## src/rtl/tile_rom_burst_server.sv

```systemverilog
// rtl/tile_rom_burst_server.sv - sprite tile ROM burst responder; optional timeout/fill via TILE_ROM_TIMEOUT_EN
module tile_rom_burst_server #(
  parameter logic [31:0] BASE_ADDR = 32'h0000_0000
`ifdef TILE_ROM_TIMEOUT_EN
  ,
  parameter int TIMEOUT = 1024
`endif
) (
  input  logic        clock,
  input  logic        reset,
  input  logic        io_rd,
  input  logic [31:0] io_addr,
  input  logic [7:0]  io_burstLength,
  output logic        io_wait_n,
  output logic        io_valid,
  output logic [63:0] io_dout,
  output logic        io_burstDone,
  output logic        mem_rd,
  output logic [31:0] mem_addr,
  output logic [7:0]  mem_burstLength,
  input  logic        mem_waitReq,
  input  logic        mem_valid,
  input  logic [63:0] mem_dout
`ifdef TILE_ROM_TIMEOUT_EN
  ,
  output logic        io_error
`endif
);

  typedef enum logic [1:0] {
    IDLE,
    REQ,
    DATA
`ifdef TILE_ROM_TIMEOUT_EN
    ,
    FILL
`endif
  } state_t;

  state_t      state_q, state_d;
  logic [31:0] addr_q, addr_d;
  logic [7:0]  len_q, len_d;
  logic [8:0]  remaining_q, remaining_d;
  logic        io_valid_q, io_valid_d;
  logic [63:0] io_dout_q, io_dout_d;
  logic        burst_done_q, burst_done_d;

`ifdef TILE_ROM_TIMEOUT_EN
  localparam int IDLE_W = $clog2(TIMEOUT + 1);
  logic [IDLE_W-1:0] idle_cnt_q, idle_cnt_d;
  logic              error_q, error_d;
  assign io_error = error_q;
`endif

  // The client may only hand over a request while nothing is in flight.
  assign io_wait_n       = (state_q == IDLE) & ~reset;
  assign mem_rd          = (state_q == REQ);
  assign mem_addr        = addr_q;
  assign mem_burstLength = len_q;
  assign io_valid        = io_valid_q;
  assign io_dout         = io_dout_q;
  assign io_burstDone    = burst_done_q;

  // State register and all datapath flops; reset drops any partial burst.
  always_ff @(posedge clock) begin
    if (reset) begin
      state_q      <= IDLE;
      addr_q       <= '0;
      len_q        <= '0;
      remaining_q  <= '0;
      io_valid_q   <= 1'b0;
      io_dout_q    <= '0;
      burst_done_q <= 1'b0;
`ifdef TILE_ROM_TIMEOUT_EN
      idle_cnt_q   <= '0;
      error_q      <= 1'b0;
`endif
    end else begin
      state_q      <= state_d;
      addr_q       <= addr_d;
      len_q        <= len_d;
      remaining_q  <= remaining_d;
      io_valid_q   <= io_valid_d;
      io_dout_q    <= io_dout_d;
      burst_done_q <= burst_done_d;
`ifdef TILE_ROM_TIMEOUT_EN
      idle_cnt_q   <= idle_cnt_d;
      error_q      <= error_d;
`endif
    end
  end

  // Next-state logic: latch the request, hold mem_rd until accepted, forward beats.
  always_comb begin
    state_d      = state_q;
    addr_d       = addr_q;
    len_d        = len_q;
    remaining_d  = remaining_q;
    io_valid_d   = 1'b0;
    io_dout_d    = io_dout_q;
    burst_done_d = 1'b0;
`ifdef TILE_ROM_TIMEOUT_EN
    idle_cnt_d   = idle_cnt_q;
    error_d      = error_q;
`endif
    unique case (state_q)
      IDLE: begin
        if (io_rd && io_wait_n) begin
          // Region offset wraps silently; memory is addressed in whole 64-bit words.
          addr_d      = (io_addr + BASE_ADDR) & 32'hFFFF_FFF8;
          len_d       = io_burstLength;
          remaining_d = (io_burstLength == 8'd0) ? 9'd256 : {1'b0, io_burstLength};
          state_d     = REQ;
        end
      end
      REQ: begin
`ifdef TILE_ROM_TIMEOUT_EN
        idle_cnt_d = '0;
`endif
        if (!mem_waitReq) begin
          state_d = DATA;
        end
      end
      DATA: begin
        if (mem_valid) begin
          io_valid_d  = 1'b1;
          io_dout_d   = mem_dout;
          remaining_d = remaining_q - 9'd1;
`ifdef TILE_ROM_TIMEOUT_EN
          idle_cnt_d  = '0;
`endif
          if (remaining_q == 9'd1) begin
            burst_done_d = 1'b1;
            state_d      = IDLE;
          end
        end
`ifdef TILE_ROM_TIMEOUT_EN
        else if (idle_cnt_q == IDLE_W'(TIMEOUT - 1)) begin
          // Memory went quiet: pad the burst out so the client still sees N beats.
          error_d = 1'b1;
          state_d = FILL;
        end else begin
          idle_cnt_d = idle_cnt_q + 1'b1;
        end
`endif
      end
`ifdef TILE_ROM_TIMEOUT_EN
      FILL: begin
        io_valid_d  = 1'b1;
        io_dout_d   = '0;
        remaining_d = remaining_q - 9'd1;
        if (remaining_q == 9'd1) begin
          burst_done_d = 1'b1;
          state_d      = IDLE;
        end
      end
`endif
      default: state_d = IDLE;
    endcase
  end

endmodule

```

## config.mk

```make
export PLATFORM = sky130hd
export DESIGN_NAME = tile_rom_burst_server
export DESIGN_NICKNAME = d
export VERILOG_FILES = /design/src/rtl/tile_rom_burst_server.sv
export SDC_FILE = /design/constraint.sdc
export NUM_CORES = 1
export LEC_CHECK = 0
export CAP_MARGIN = 20
export CELL_PAD_IN_SITES_DETAIL_PLACEMENT = 1
export CELL_PAD_IN_SITES_GLOBAL_PLACEMENT = 1
export CORE_ASPECT_RATIO = 1.2
export CORE_MARGIN = 3
export CORE_UTILIZATION = 30
export DETAILED_ROUTE_END_ITERATION = 16
export GPL_ROUTABILITY_DRIVEN = 0
export GPL_TIMING_DRIVEN = 0
export PLACE_DENSITY_LB_ADDON = 0.1
export SYNTH_ARGS = -nofsm -noshare
export SYNTH_HDL_FRONTEND = slang
export SYNTH_SLANG_ARGS = --single-unit
```

## constraint.sdc

```tcl
create_clock -name clock -period 3.4 [get_ports clock]
set_input_delay 0.51 -clock clock [delete_from_list [all_inputs] [get_ports clock]]
set_output_delay 0.51 -clock clock [all_outputs]
set_load 0.03 [all_outputs]
```

# ---- After elaboration in Yosys (flattened, before gate mapping)
# Index checks and enable logic that the tools add are counted.
dict set report word_totals {
  reg_bits 114
  wordCells 40
  output_inout_bits 108
}
dict set report op_classes {
  eq_ne 7
  add_sub_neg 1
  n_bitwise 4
  n_mux 11
  n_reduce_logical 10
}
# operator n
set ops {}
lappend ops {{two-way mux 9 bit} 3}
lappend ops {{one-hot mux 9 bit (2 select lines)} 1}
lappend ops {{== test 9 x 1 -> 1 bit (second input constant)} 1}
lappend ops {{subtractor 9 x 1 -> 9 bit (second input constant)} 1}
lappend ops {{zero test 8 bit} 1}
lappend ops {{two-way mux 2 bit} 4}
lappend ops {{!= test 2 bit (second input constant)} 3}
lappend ops {{one-hot mux 2 bit (3 select lines)} 1}
lappend ops {{AND reduction 2 bit} 2}
lappend ops {{AND reduction 4 bit} 1}
lappend ops {{inverter 1 bit} 3}
lappend ops {{AND reduction 3 bit} 1}
lappend ops {{OR reduction 3 bit} 1}
lappend ops {{== test 2 x 1 -> 1 bit (second input constant)} 1}
lappend ops {{== test 2 bit (second input constant)} 1}
lappend ops {{zero test 2 bit} 1}
lappend ops {{two-way mux 1 bit} 2}
lappend ops {{!= test 2 x 1 -> 1 bit (second input constant)} 1}
lappend ops {{nonzero test 2 bit} 1}
lappend ops {{OR reduction 2 bit} 1}
lappend ops {{bitwise AND 1 bit} 1}
lappend ops {{logical AND 1 bit} 1}

# ---- Longest topological paths before layout
dict set report depth {
  word_depth 5
  ltp_mapped 6
  depth_no_buf 6
}

# ---- Worst setup path before layout
# OpenSTA, ideal clock, no wires.
dict set report synth_path {
  path_kind {input to output}
  start {input reset}
  end {output io_wait_n}
  arrival_ps 1282
  stages 2
  t_required_ps 2890
  setup_slack_ps 1608
  n_path_buf 1
  path_cell_list {buf_6 -> nor3_1}
}
dict set report synth_between {
  elab_chain_cells 2
}
# item line
set synth_lines {}
lappend synth_lines {{start, declared} 10} ;# input logic reset,
lappend synth_lines {{inverter 1 bit} 56} ;# assign io_wait_n = (state_q == IDLE) & ~reset;
lappend synth_lines {{bitwise AND 1 bit} 56}
lappend synth_lines {{end, declared} 14} ;# output logic io_wait_n,
# No other way between the ends.

# ---- Worst setup path after layout
# Same ends and word-level chain as after synthesis.

==> report_table.html <==
<table>
<tr><th>Metric</th><th>Value</th></tr>
<tr><th colspan="2">Yosys</th></tr>
<tr><td>Leading register cell type out of synthesis</td><td>sky130_fd_sc_hd__dfxtp_1</td></tr>
<tr><td>Largest area contributor in the netlist</td><td>sky130_fd_sc_hd__dfxtp_1</td></tr>
<tr><td>EDFF count, synth</td><td>0</td></tr>
<tr><td>Synthesized cell area</td><td>4290 sq um</td></tr>
<tr><td>Unique cell type count in the Yosys netlist</td><td>41</td></tr>
<tr><td>Synthesized netlist cell count</td><td>534</td></tr>
<tr><td>Count of synthesis-stage warnings from yosys</td><td>0</td></tr>
<tr><td>Average size of a mapped cell</td><td>8.04 sq um</td></tr>
<tr><td>Proportion of netlist area held by the largest area contributor</td><td>53.2%</td></tr>
<tr><td>Part of the Yosys area used for sequential elements</td><td>53.2%</td></tr>
<tr><td>Register bit count reported by yosys</td><td>114</td></tr>
<tr><td>Share of synthesized registers carrying an async set or reset</td><td>0%</td></tr>
<tr><td>Area contributors post-synth</td><td>sky130_fd_sc_hd__dfxtp_1, sky130_fd_sc_hd__nand2_1, sky130_fd_sc_hd__a21oi_1, sky130_fd_sc_hd__o21ai_0, sky130_fd_sc_hd__buf_4</td></tr>
<tr><th colspan="2">Power and ir drop</th></tr>
<tr><td>Reg power frac</td><td>39.5%</td></tr>
<tr><td>Leakage</td><td>0.00258 uW</td></tr>
<tr><td>Switching power</td><td>926 uW</td></tr>
<tr><td>Clk network pwr share</td><td>45.0%</td></tr>
<tr><td>Internal cell power</td><td>2730 uW</td></tr>
<tr><td>Worst VDD drop</td><td>327 uV</td></tr>
<tr><td>Combinational share of power</td><td>15.5%</td></tr>
<tr><td>Fraction of power spent switching nets</td><td>25.3%</td></tr>
<tr><td>Power Density</td><td>510 nW/um^2</td></tr>
<tr><th colspan="2">Final layout</th></tr>
<tr><td>Antenna diode count</td><td>0</td></tr>
<tr><td>Fill cell count</td><td>1,661</td></tr>
<tr><td>Relative area change from synthesis to final layout</td><td>67.1%</td></tr>
<tr><td>Fraction of layout cells with a size suffix above 1</td><td>8.35%</td></tr>
<tr><td>Number of nets in the final layout</td><td>876</td></tr>
<tr><td>Non-filler instance count after layout</td><td>949</td></tr>
<tr><td>Commonest cells after routing, fill and taps aside</td><td>sky130_fd_sc_hd__clkdlybuf4s50_1, sky130_fd_sc_hd__nand2_1, sky130_fd_sc_hd__dfxtp_1</td></tr>
<tr><td>Most frequent standard cell in the layout excluding fill and tap cells</td><td>sky130_fd_sc_hd__clkdlybuf4s50_1</td></tr>
<tr><th colspan="2">Global route</th></tr>
<tr><td>Total Routing Usage GR</td><td>19.0%</td></tr>
<tr><td>Grt total ovfl</td><td>0</td></tr>
<tr><td>Wire length of the first global-routing pass</td><td>23,600 um</td></tr>
<tr><td>Via count of the first global-routing pass</td><td>4,858</td></tr>
<tr><td>Pin count of the biggest net entering global routing</td><td>17</td></tr>
<tr><td>Number of antenna violations at the first check in global routing</td><td>0</td></tr>
<tr><th colspan="2">Critical path</th></tr>
<tr><td>Kind of end point of the critical path</td><td>output pin</td></tr>
<tr><td>Critical Path RT</td><td>2890 ps</td></tr>
<tr><td>Nature of the critical path startpoint</td><td>input pin</td></tr>
<tr><td>Critical path fanouts, max</td><td>10</td></tr>
<tr><td>Data arrival time of the critical path</td><td>2170 ps</td></tr>
<tr><td>Crit Path Category</td><td>in -&gt; out</td></tr>
<tr><th colspan="2">Hold path</th></tr>
<tr><td>Hold WC Path Type</td><td>reg -&gt; reg</td></tr>
<tr><th colspan="2">Placement</th></tr>
<tr><td>DP Wirelength</td><td>11,400 um</td></tr>
<tr><td>Input/output buffers</td><td>210</td></tr>
<tr><td>Placed Cells incl. Taps</td><td>917</td></tr>
<tr><td>Setup Slack @ Placement</td><td>708 ps</td></tr>
<tr><th colspan="2">Floorplanning</th></tr>
<tr><td>Area of the die</td><td>15,800 sq um</td></tr>
<tr><td>Number of rows created at floorplan</td><td>47</td></tr>
<tr><td>Die width</td><td>115 um</td></tr>
<tr><td>Core outline area</td><td>13,900 sq um</td></tr>
<tr><td>Number of top-level pins</td><td>217</td></tr>
<tr><td>Die Y-Extent</td><td>137 um</td></tr>
<tr><td>Initial Util</td><td>30.9%</td></tr>
<tr><th colspan="2">Clock tree</th></tr>
<tr><td>CTS H-Tree Depth</td><td>4</td></tr>
<tr><td>CTS hold repair buffers</td><td>0</td></tr>
<tr><td>Number of buffers inserted during clock tree synthesis</td><td>17</td></tr>
<tr><td>Quantity of gates resized following cts</td><td>0</td></tr>
<tr><td>Clock slew at reported path FFs</td><td>50 ps</td></tr>
<tr><td>Worst-skew pair later-pin latency</td><td>410 ps</td></tr>
<tr><td>CTS tree</td><td>yes</td></tr>
<tr><td>Number of clock sinks seen by CTS</td><td>114</td></tr>
<tr><td>Cell chosen for the clock root</td><td>sky130_fd_sc_hd__clkbuf_16</td></tr>
<tr><td>Post-CTS Setup Bufs</td><td>0</td></tr>
<tr><td>Clock Path Buffers</td><td>2</td></tr>
<tr><th colspan="2">Timing</th></tr>
<tr><td>Unrepaired setup endpoints after global routing</td><td>no</td></tr>
<tr><td>Share of the clock period used by the worst path after layout</td><td>78.7%</td></tr>
<tr><td>Worst-case hold slack</td><td>456 ps</td></tr>
<tr><td>Count of endpoints failing hold in the final timing report</td><td>0</td></tr>
<tr><td>Final slew viol count</td><td>0</td></tr>
<tr><td>Relative slew margins</td><td>54.5%</td></tr>
<tr><td>Fmax</td><td>0.374 GHz</td></tr>
<tr><td>Final worst clock skew</td><td>7.33 ps</td></tr>
<tr><td>Post-layout min period</td><td>2680 ps</td></tr>
<tr><td>Slack of the critical path</td><td>725 ps</td></tr>
<tr><td>Endpoints failing setup</td><td>0</td></tr>
<tr><td>Measured slew at the worst slew-check pin</td><td>682 ps</td></tr>
<tr><td>Setup TNS</td><td>0 ps</td></tr>
<tr><th colspan="2">Detailed routing</th></tr>
<tr><td>Number of routed nets with antenna violations</td><td>0</td></tr>
<tr><td>Vias/cell</td><td>4.74</td></tr>
<tr><td>Via count</td><td>4,499</td></tr>
<tr><td>Routed len/inst</td><td>15.8 um</td></tr>
<tr><td>DRC violations left</td><td>0</td></tr>
<tr><td>Starting DRC count in detailed routing</td><td>150</td></tr>
<tr><td>Detailed-route wire length</td><td>15,000 um</td></tr>
<tr><td>First-pass iteration count of the detailed router</td><td>4</td></tr>
<tr><th colspan="2">Run status</th></tr>
<tr><td>Run status</td><td>complete, no violations</td></tr>
<tr><th colspan="2">Run</th></tr>
<tr><td>Max cap viols</td><td>0</td></tr>
</table>
==> cell type report <==
cell class	instances	area [sq um]	share of cell area (%)
repair buffers	210	2100	29.3
clock buffers	28	537	7.48
flip-flops and latches	114	2280	31.8
well taps	171	214	2.98
inverters	3	11.3	0.157
plain buffers	40	238	3.31
clock inverters	4	20.0	0.279
multi-input cells	379	1770	24.7
==> per-layer routing <==
metal	up-vias	share of wire [%]	global-route usage, %
li1	2213	-	-
met1	2124	39	20.5
met2	147	52	33.4
met3	15	7.5	7.52
met4	0	1.3	7.11
met5	-	0	0
==> through the flow <==
step	utilization (%)	total power, uW	cell area [sq um]
floorplan	-	1740	4300
global placement	47.7	2030	6620
detailed placement	47.7	2040	6620
CTS	51.7	3710	7170
global route	51.7	3820	7170
finish	51.7	3660	7170
==> flip-flops by register name (all words and copies together), names as in the netlist <==
name	flops
mem_addr	29
io_dout	64
remaining_q	9
state_q	2
mem_burstLength	8
io_burstDone	1
io_valid	1
==> cells in the mapped netlist (3+ instances only) <==
library cell	instances
sky130_fd_sc_hd__o21ai_0	41
sky130_fd_sc_hd__inv_1	3
sky130_fd_sc_hd__nor3_1	4
sky130_fd_sc_hd__nand2_1	207
sky130_fd_sc_hd__nor2_1	8
sky130_fd_sc_hd__dfxtp_1	114
sky130_fd_sc_hd__a21o_1	3
sky130_fd_sc_hd__buf_4	14
sky130_fd_sc_hd__buf_2	8
sky130_fd_sc_hd__clkbuf_1	15
sky130_fd_sc_hd__a21oi_1	78
==> logic make-up (layout without fill, tap and decap cells) <==
| group | count (synthesis) | after routing | synth area share (%) |
|---|---|---|---|
| AOI/OAI and AO/OA | 132 | 132 | 16.4 |
| adders and majority gates | 2 | 2 | 0.583 |
| buffers and inverters | 43 | 285 | 5.80 |
| DFF | 114 | 114 | 53.2 |
| other | 1 | 3 | 0.0874 |
| and+or+nand+nor | 242 | 242 | 23.9 |
==> path summary, 6_finish.rpt <==
path                                     to         from  cells after the start  slack (ps)
worst max-delay path              io_wait_n        reset                      4         720
worst min-delay path            io_dout[43]  io_dout[43]                      2         460
worst max register to register  io_dout[22]   state_q[1]                      5        1770
worst min register to register  io_dout[43]  io_dout[43]                      2         460
==> worst max-delay path, stage by stage <==
cell and delay [ps]:
sky130_fd_sc_hd__clkdlybuf4s50_1 560, sky130_fd_sc_hd__buf_6 220, sky130_fd_sc_hd__nor3_1 130, sky130_fd_sc_hd__clkdlybuf4s50_1 740
==> power by group through the flow <==
stage | Sequential, uW | Combinational [uW] | Clock (uW)
2_1_floorplan | 1570 | 170 | 0
3_3_place_gp | 1470 | 559 | 0
3_5_place_dp | 1470 | 569 | 0
4_1_cts | 1450 | 574 | 1690
5_1_grt | 1450 | 612 | 1760
6_report | 1450 | 566 | 1650
No activity file was read; power rests on OpenSTA's default activity.
